--- config.mk ---
export PLATFORM = sky130hd
export DESIGN_NAME = mul_div_unit
export DESIGN_NICKNAME = d
export VERILOG_FILES = /design/src/rtl/mul_div_unit.sv
export SDC_FILE = /design/constraint.sdc
export NUM_CORES = 1
export LEC_CHECK = 0
export CORE_AREA = 3 3 256 158
export CTS_BUF_LIST = sky130_fd_sc_hd__clkbuf_8
export DETAILED_ROUTE_END_ITERATION = 16
export DIE_AREA = 0 0 259 161
export PLACE_DENSITY = 0.61
export SLEW_MARGIN = 5
export SYNTH_ARGS = -nofsm -noshare
export SYNTH_HDL_FRONTEND = slang
export SYNTH_SLANG_ARGS = --single-unit
--- constraint.sdc ---
create_clock -name CLK -period 4.9 [get_ports CLK]
set_clock_uncertainty 0.15 [all_clocks]
set_input_delay 0.98 -clock CLK [delete_from_list [all_inputs] [get_ports CLK]]
set_output_delay 0.98 -clock CLK [all_outputs]
set_load 0.005 [all_outputs]
--- src/rtl/mul_div_unit.sv ---
// Iterative multiply/divide unit that owns the HI/LO registers.
// It uses radix-2 shift-add multiply and restoring divide on operand magnitudes.
module mul_div_unit #(
    parameter int WORD_W = 32
) (
    input  logic              CLK,
    input  logic              nRST,
    input  logic              start,
    input  logic [2:0]        op,
    input  logic [WORD_W-1:0] a,
    input  logic [WORD_W-1:0] b,
    input  logic              flush,
    output logic              busy,
    output logic              done,
    output logic [WORD_W-1:0] hi,
    output logic [WORD_W-1:0] lo
);

    localparam int CNT_W = $clog2(WORD_W) + 1;

    typedef enum logic [1:0] {
        IDLE,
        RUN,
        FIX
    } state_t;

    state_t state, state_next;

    logic [CNT_W-1:0]    count;
    logic [2*WORD_W-1:0] acc;
    logic [WORD_W-1:0]   opnd;
    logic                is_div;
    logic                res_neg;
    logic                rem_neg;

    logic              req_md;
    logic              req_mthi;
    logic              req_mtlo;
    logic              signed_op;
    logic              a_neg;
    logic              b_neg;
    logic              b_zero;
    logic [WORD_W-1:0] a_mag;
    logic [WORD_W-1:0] b_mag;

    always_comb begin
        req_md   = 1'b0;
        req_mthi = 1'b0;
        req_mtlo = 1'b0;
        if (start && !flush) begin
            unique case (1'b1)
                (op[2:1] == 2'b00): req_md = 1'b1;
                (op[2:1] == 2'b01): req_md = 1'b1;
                (op == 3'b100):     req_mthi = 1'b1;
                (op == 3'b101):     req_mtlo = 1'b1;
                default: ;
            endcase
        end
    end

    assign signed_op = ~op[0];
    assign a_neg     = signed_op & a[WORD_W-1];
    assign b_neg     = signed_op & b[WORD_W-1];
    assign b_zero    = (b == '0);
    assign a_mag     = a_neg ? -a : a;
    assign b_mag     = b_neg ? -b : b;

    // One iteration of either algorithm; acc is {rem,quot} when dividing.
    logic [WORD_W:0]     mul_sum;
    logic [WORD_W:0]     div_shift;
    logic [WORD_W:0]     div_diff;
    logic [2*WORD_W-1:0] step_acc;

    always_comb begin
        mul_sum   = {1'b0, acc[2*WORD_W-1:WORD_W]}
                  + (acc[0] ? {1'b0, opnd} : '0);
        div_shift = {acc[2*WORD_W-1:WORD_W], acc[WORD_W-1]};
        div_diff  = div_shift - {1'b0, opnd};
        if (!is_div)
            step_acc = {mul_sum, acc[WORD_W-1:1]};
        else if (div_diff[WORD_W])
            step_acc = {div_shift[WORD_W-1:0], acc[WORD_W-2:0], 1'b0};
        else
            step_acc = {div_diff[WORD_W-1:0], acc[WORD_W-2:0], 1'b1};
    end

    logic [2*WORD_W-1:0] prod;
    logic [WORD_W-1:0]   quot;
    logic [WORD_W-1:0]   rem;
    logic [WORD_W-1:0]   fix_hi;
    logic [WORD_W-1:0]   fix_lo;

    always_comb begin
        prod   = res_neg ? -acc : acc;
        quot   = res_neg ? -acc[WORD_W-1:0] : acc[WORD_W-1:0];
        rem    = rem_neg ? -acc[2*WORD_W-1:WORD_W]
                         : acc[2*WORD_W-1:WORD_W];
        fix_hi = is_div ? rem  : prod[2*WORD_W-1:WORD_W];
        fix_lo = is_div ? quot : prod[WORD_W-1:0];
    end

    always_ff @(posedge CLK or negedge nRST) begin
        if (!nRST)
            state <= IDLE;
        else
            state <= state_next;
    end

    always_comb begin
        state_next = state;
        unique case (state)
            IDLE:    if (req_md) state_next = RUN;
            RUN: begin
                if (flush)
                    state_next = IDLE;
                else if (count == CNT_W'(1))
                    state_next = FIX;
            end
            FIX:     state_next = IDLE;
            default: state_next = IDLE;
        endcase
    end

    always_ff @(posedge CLK or negedge nRST) begin
        if (!nRST) begin
            busy    <= 1'b0;
            done    <= 1'b0;
            hi      <= '0;
            lo      <= '0;
            count   <= '0;
            acc     <= '0;
            opnd    <= '0;
            is_div  <= 1'b0;
            res_neg <= 1'b0;
            rem_neg <= 1'b0;
        end else begin
            busy <= (state_next != IDLE);
            done <= 1'b0;
            unique case (state)
                IDLE: begin
                    if (req_md) begin
                        count   <= CNT_W'(WORD_W);
                        is_div  <= op[1];
                        rem_neg <= a_neg;
                        if (op[1]) begin
                            acc     <= {{WORD_W{1'b0}}, a_mag};
                            opnd    <= b_mag;
                            // Divide by zero keeps the all-ones quotient.
                            res_neg <= (a_neg ^ b_neg) & ~b_zero;
                        end else begin
                            acc     <= {{WORD_W{1'b0}}, b_mag};
                            opnd    <= a_mag;
                            res_neg <= a_neg ^ b_neg;
                        end
                    end else if (req_mthi) begin
                        hi <= a;
                    end else if (req_mtlo) begin
                        lo <= a;
                    end
                end
                RUN: begin
                    if (!flush) begin
                        acc   <= step_acc;
                        count <= count - 1'b1;
                    end
                end
                FIX: begin
                    if (!flush) begin
                        hi   <= fix_hi;
                        lo   <= fix_lo;
                        done <= 1'b1;
                    end
                end
                default: ;
            endcase
        end
    end

endmodule

# ---- Yosys cells after proc, flatten, opt, wreduce, memory -nomap -nowiden
# Index checks and enable logic that the tools add are counted.
dict set report totals {
  ff_bits 173
  inputBits 71
  output_inout_bits 66
  elab_cells 91
}
dict set report classes {
  addsub 8
  n_eq_ne 13
  n_mux 40
  bitwise_logic 6
  n_reduce_logical 13
}
# cell n
set ops {}
lappend ops {{2-to-1 mux 32 bit} 16}
lappend ops {{2-to-1 mux 64 bit} 5}
lappend ops {{negator 32 bit} 4}
lappend ops {{case mux 32 bit (2 select lines)} 2}
lappend ops {{case mux 64 bit (2 select lines)} 1}
lappend ops {{negator 64 bit} 1}
lappend ops {{adder 32 x 32 -> 33 bit} 1}
lappend ops {{subtractor 33 x 32 -> 33 bit} 1}
lappend ops {{zero test 32 bit} 1}
lappend ops {{!= test 2 bit, second input constant} 7}
lappend ops {{2-to-1 mux 6 bit} 2}
lappend ops {{case mux 6 bit (2 select lines)} 1}
lappend ops {{2-to-1 mux 1 bit} 9}
lappend ops {{equality test 3 bit, second input constant} 2}
lappend ops {{equality test 6 x 1 -> 1 bit, second input constant} 1}
lappend ops {{2-to-1 mux 2 bit} 3}
lappend ops {{nonzero test 2 bit} 3}
lappend ops {{subtractor 6 x 1 -> 6 bit, second input constant} 1}
lappend ops {{AND reduction 5 bit} 1}
lappend ops {{equality test 2 x 1 -> 1 bit, second input constant} 2}
lappend ops {{zero test 2 bit} 2}
lappend ops {{case mux 2 bit (2 select lines)} 1}
lappend ops {{AND reduction 4 bit} 1}
lappend ops {{bitwise AND 1 bit} 3}
lappend ops {{other kinds (8)} 9}

# ---- Logic depth before layout (Yosys ltp)
dict set report logic_depth {
  ltp_word 7
  depth_mapped 14
  mapped_depth_nobuf 12
}

# ---- Worst setup path before layout
# OpenSTA, ideal clock, no wires.
dict set report synth_timing {
  kind {register to register}
  start {register acc[0]}
  end {register hi[22]}
  setup_ns 0.095
  arrival_time_ns 3.249
  t_required_ns 4.655
  setup_slack_ns 1.405
  path_stages_with_launch 13
  path_buffers 3
  period_less_slack_ns 3.495
  path_cell_list {dfrtp_1 > inv_1 > clkbuf_1 > ha_1 > or3b_1 > or4b_2 > buf_2 > o41a_1 > buf_2 > o41ai_2 > xnor2_1 > nor2_1 > o31ai_1}
}
dict set report synth_via {
  elab_chain_len 5
}
# item line_no
set synth_rtl {}
lappend synth_rtl {{start, declared} 30} ;# logic [2*WORD_W-1:0] acc;
lappend synth_rtl {{start signal, assigned} 146} ;# acc <= {{WORD_W{1'b0}}, a_mag};
lappend synth_rtl {{start signal, assigned} 151} ;# acc <= {{WORD_W{1'b0}}, b_mag};
lappend synth_rtl {{start signal, assigned} 163} ;# acc <= step_acc;
lappend synth_rtl {{negator 64 bit} 94} ;# prod = res_neg ? -acc : acc;
lappend synth_rtl {{2-to-1 mux 64 bit} 94}
lappend synth_rtl {{2-to-1 mux 32 bit} 98} ;# fix_hi = is_div ? rem : prod[2*WORD_W-1:WORD_W];
lappend synth_rtl {{2-to-1 mux 32 bit} 168} ;# if (!flush) begin
lappend synth_rtl {{case mux 32 bit (2 select lines)} 139} ;# unique case (state)
lappend synth_rtl {{end signal, assigned} 169} ;# hi <= fix_hi;
lappend synth_rtl {{end, declared} 15} ;# output logic [WORD_W-1:0] hi,
# Every way passes these cells. The select of a mux whose other input is x is not followed.
# A chain may end at the register's enable or synchronous reset.

# ---- Worst setup path after layout
dict set report layout_timing {
  start {register acc[0]}
  end {register acc[59]}
}
dict set report layout_via {
  elab_chain_len 5
}
# item line_no
set layout_rtl {}
lappend layout_rtl {{2-to-1 mux 32 bit} 76} ;# + (acc[0] ? {1'b0, opnd} : '0);
lappend layout_rtl {{adder 32 x 32 -> 33 bit} 76}
lappend layout_rtl {{2-to-1 mux 64 bit} 79} ;# if (!is_div)
lappend layout_rtl {{2-to-1 mux 64 bit} 162} ;# if (!flush) begin
lappend layout_rtl {{case mux 64 bit (2 select lines)} 139}
# Every way passes these cells. The select of a mux whose other input is x is not followed.

==> run metrics <==
Final min period=4.15 ns; hold slack=roughly 0.34 ns; initial antenna violation count=1; DP Worst Slack=0.455 ns; Worst Path Required=5.13 ns; clk buf depth=2; Worst setup SP type=flop; number of synthesized register bits=173; Die Ht=161 um; DP Wirelength=50300 um; I/O Pins=around 140; ys flop type=dfrtp_1; post-CTS setup buffer count=0; maximum vdd drop=about 0.00023 V; Placed Cells=around 2.5k; max incr delay on CP=0.81 ns; Final ANT Viol Nets=0; remaining global-route overflow=0; distinct cell type count after synthesis=80; crit path buf inv count=2; vias per inst=6.14; Crit. End Element=flop; worst skew pair latency=0.51 ns; Root Buffer=clkbuf_8; Final WS setup=0.745 ns; Routed WL=63500 um; Power Dens Cells=approximately 530 nW/um^2; GRT Resource Usage Total=30.0%; delay-heaviest family, CP=compound AO/OA/AOI/OAI gates; H-tree levels=4; number of synthesized flops with an enable pin=0; Fmax=241 MHz; RSZ-0062 raised after global routing=false; post-synthesis area per instance=7.78 um^2; Final TNS setup=0 ns; Yosys warning total=0; Avg WL per Cell=roughly 25 um; relative slew slack=26.8%; Crit-path slowest cell=o21ai_0; Worst Hold Class=flop to flop; Post-Syn Area=15200 um^2; asr flop ratio synth=between 90% and 100%; run status=complete, no violations; fin cells=2576; # clock sinks=173; FF-to-FF setup slack=approximately 0.75 ns; Hold Buf Count CTS=0; layout cells sized above 1=between 6 and 7%; Starting Density=about 40%; crit path DAT=4.38 ns; Clock transition at path regs=0.12 ns; worst-path cell chain=inv_1 > buf_4 > nor2_1 > ha_1 > a21oi_1 > o21ai_0 > o31ai_1 > a31oi_1 > a211oi_1 > mux2i_1 > o211ai_1; post-placement cell area=17200 um^2; cell area after layout=17600 um^2; post-synthesis sequential area ratio=28.5%; crit-path max FO=30; TritonCTS clock tree=built; Buffers on Ports=136; Hold Vio Cnt, Final=0; number of max-cap violations=0; Syn Nets=2099; CTS buffer count=17; first-pass GRT wire length=around 94000 um; final setup violation count=0; Post-layout nets=roughly 2.2k; worst-margin pin slew=about 1.1 ns; largest net degree at the start of global routing=84; most frequent cells in the layout=nor2_1 (229), nand2_1 (200), o21ai_0 (186), dfrtp_1 (172), a21oi_1 (169); row count=between 50 and 60; die footprint=41700 um^2; most common cell after layout, fill and taps aside=nor2_1; PostCTS Resize Cnt=0; Core ar.=between 30000 and 40000 um^2; Die W=259 um; Inserted Diodes=0; Crit Path Class=flop to flop; Max Slew Vio Count=0; number of global-route vias before repair=14.4k; via count=approximately 16k; DRT Pass-1 Iters=8; Tcrit/Tclk final=84.8%; gpl congestion=0.933; area grow syn2layout=15.7%; drc violations=0; leakage power total=0.00735 uW; Post-Syn Instances=roughly 2.0k; 1st-iter DRT viols=2092
## cell type report
class                           instances  area, um^2
Tap cell                              522         653
Multi-Input combinational cell       1590       10200
Clock buffer                           17         234
Clock inverter                         15         155
Sequential cell                       173        4330
Fill cell                            3803       20900
Timing Repair Buffer                  187        1780
Inverter                               72         270
## worst register-to-register path, cell delays in order, from the launching register on
cell      delay (ns)
dfrtp_1         0.52
inv_1           0.14
buf_4           0.35
nor2_1          0.11
ha_1            0.49
a21oi_1         0.14
o21ai_0         0.81
o31ai_1         0.28
a31oi_1         0.50
a211oi_1        0.17
mux2i_1         0.25
o211ai_1        0.12
## sequential cells by signal, summed over array words and instances (netlist names)
signal,cells
count,6
busy,1
state,2
lo,32
is_div,1
acc,64
res_neg,1
rem_neg,1
done,1
opnd,32
hi,32
## cell usage after synthesis (12+ instances only)
| master | instances | area, um^2 |
|---|---|---|
| dfrtp_1 | 173 | 4330 |
| a21o_1 | 32 | 240 |
| nor3_1 | 40 | 200 |
| ha_1 | 70 | 876 |
| nor2b_1 | 12 | 75.1 |
| xnor2_1 | 108 | 946 |
| a22oi_1 | 15 | 113 |
| a31oi_1 | 18 | 113 |
| nand2_1 | 201 | 754 |
| a211oi_1 | 23 | 173 |
| a21oi_1 | 169 | 846 |
| mux2i_1 | 59 | 591 |
| xor2_1 | 57 | 499 |
| mux2_2 | 13 | 146 |
| inv_1 | 70 | 263 |
| nor2_1 | 230 | 863 |
| o211ai_1 | 18 | 135 |
| nand3_1 | 25 | 125 |
| nand4_1 | 16 | 100 |
| nand2b_1 | 22 | 138 |
| o21ai_0 | 186 | 931 |
| o21a_1 | 12 | 90.1 |
| clkbuf_1 | 108 | 405 |
| o31ai_1 | 52 | 390 |
| nor4_1 | 20 | 125 |
| or3_1 | 22 | 138 |
## report_power, final
part | switching, uW | total [uW] | internal [uW]
Clock | 668 | 1090 | 419
Combinational | 3340 | 5680 | 2340
Sequential | 715 | 2590 | 1880
Total | 4720 | 9350 | 4630
## path summary, 6_finish.rpt
check	start	cells past startpoint	end
setup reg to reg	acc[0]	11	acc[59]
max in group asynchronous	nRST	2	acc[22]
hold reg to reg	lo[17]	1	lo[17]
setup / recovery	acc[0]	11	acc[59]
hold / removal	lo[17]	1	lo[17]
min in group asynchronous	nRST	1	hi[10]
## kinds of logic (layout without fill, tap and decap cells)
kind of cell	Yosys count	in the layout	share of synthesized area (%)
AND/OR/NAND/NOR	657	657	20.2
flip-flops	173	173	28.5
XOR/XNOR	165	165	9.50
buffers and inverters	193	291	4.80
AO/OA/AOI/OAI	624	624	26.2
multiplexers	72	72	4.85
adder cells (fa/ha/maj)	72	72	6.02
## stage by stage
step | utilization, % | power, uW
5_1_grt | 45.7 | 9990
3_5_place_dp | 44.7 | 8090
3_3_place_gp | 44.7 | 8040
4_1_cts | 45.7 | 9180
2_1_floorplan | - | 6070
6_report | 45.7 | 9350
## layer usage
layer	GRT usage, %	wire length (um)	vias to the layer above
met3	10.4	8600	50
met2	39.4	23900	894
li1	-	-	7209
met1	47.0	30100	7674
met5	0	12	-
met4	4.96	882	2
Power figures use the tool's default switching activity.
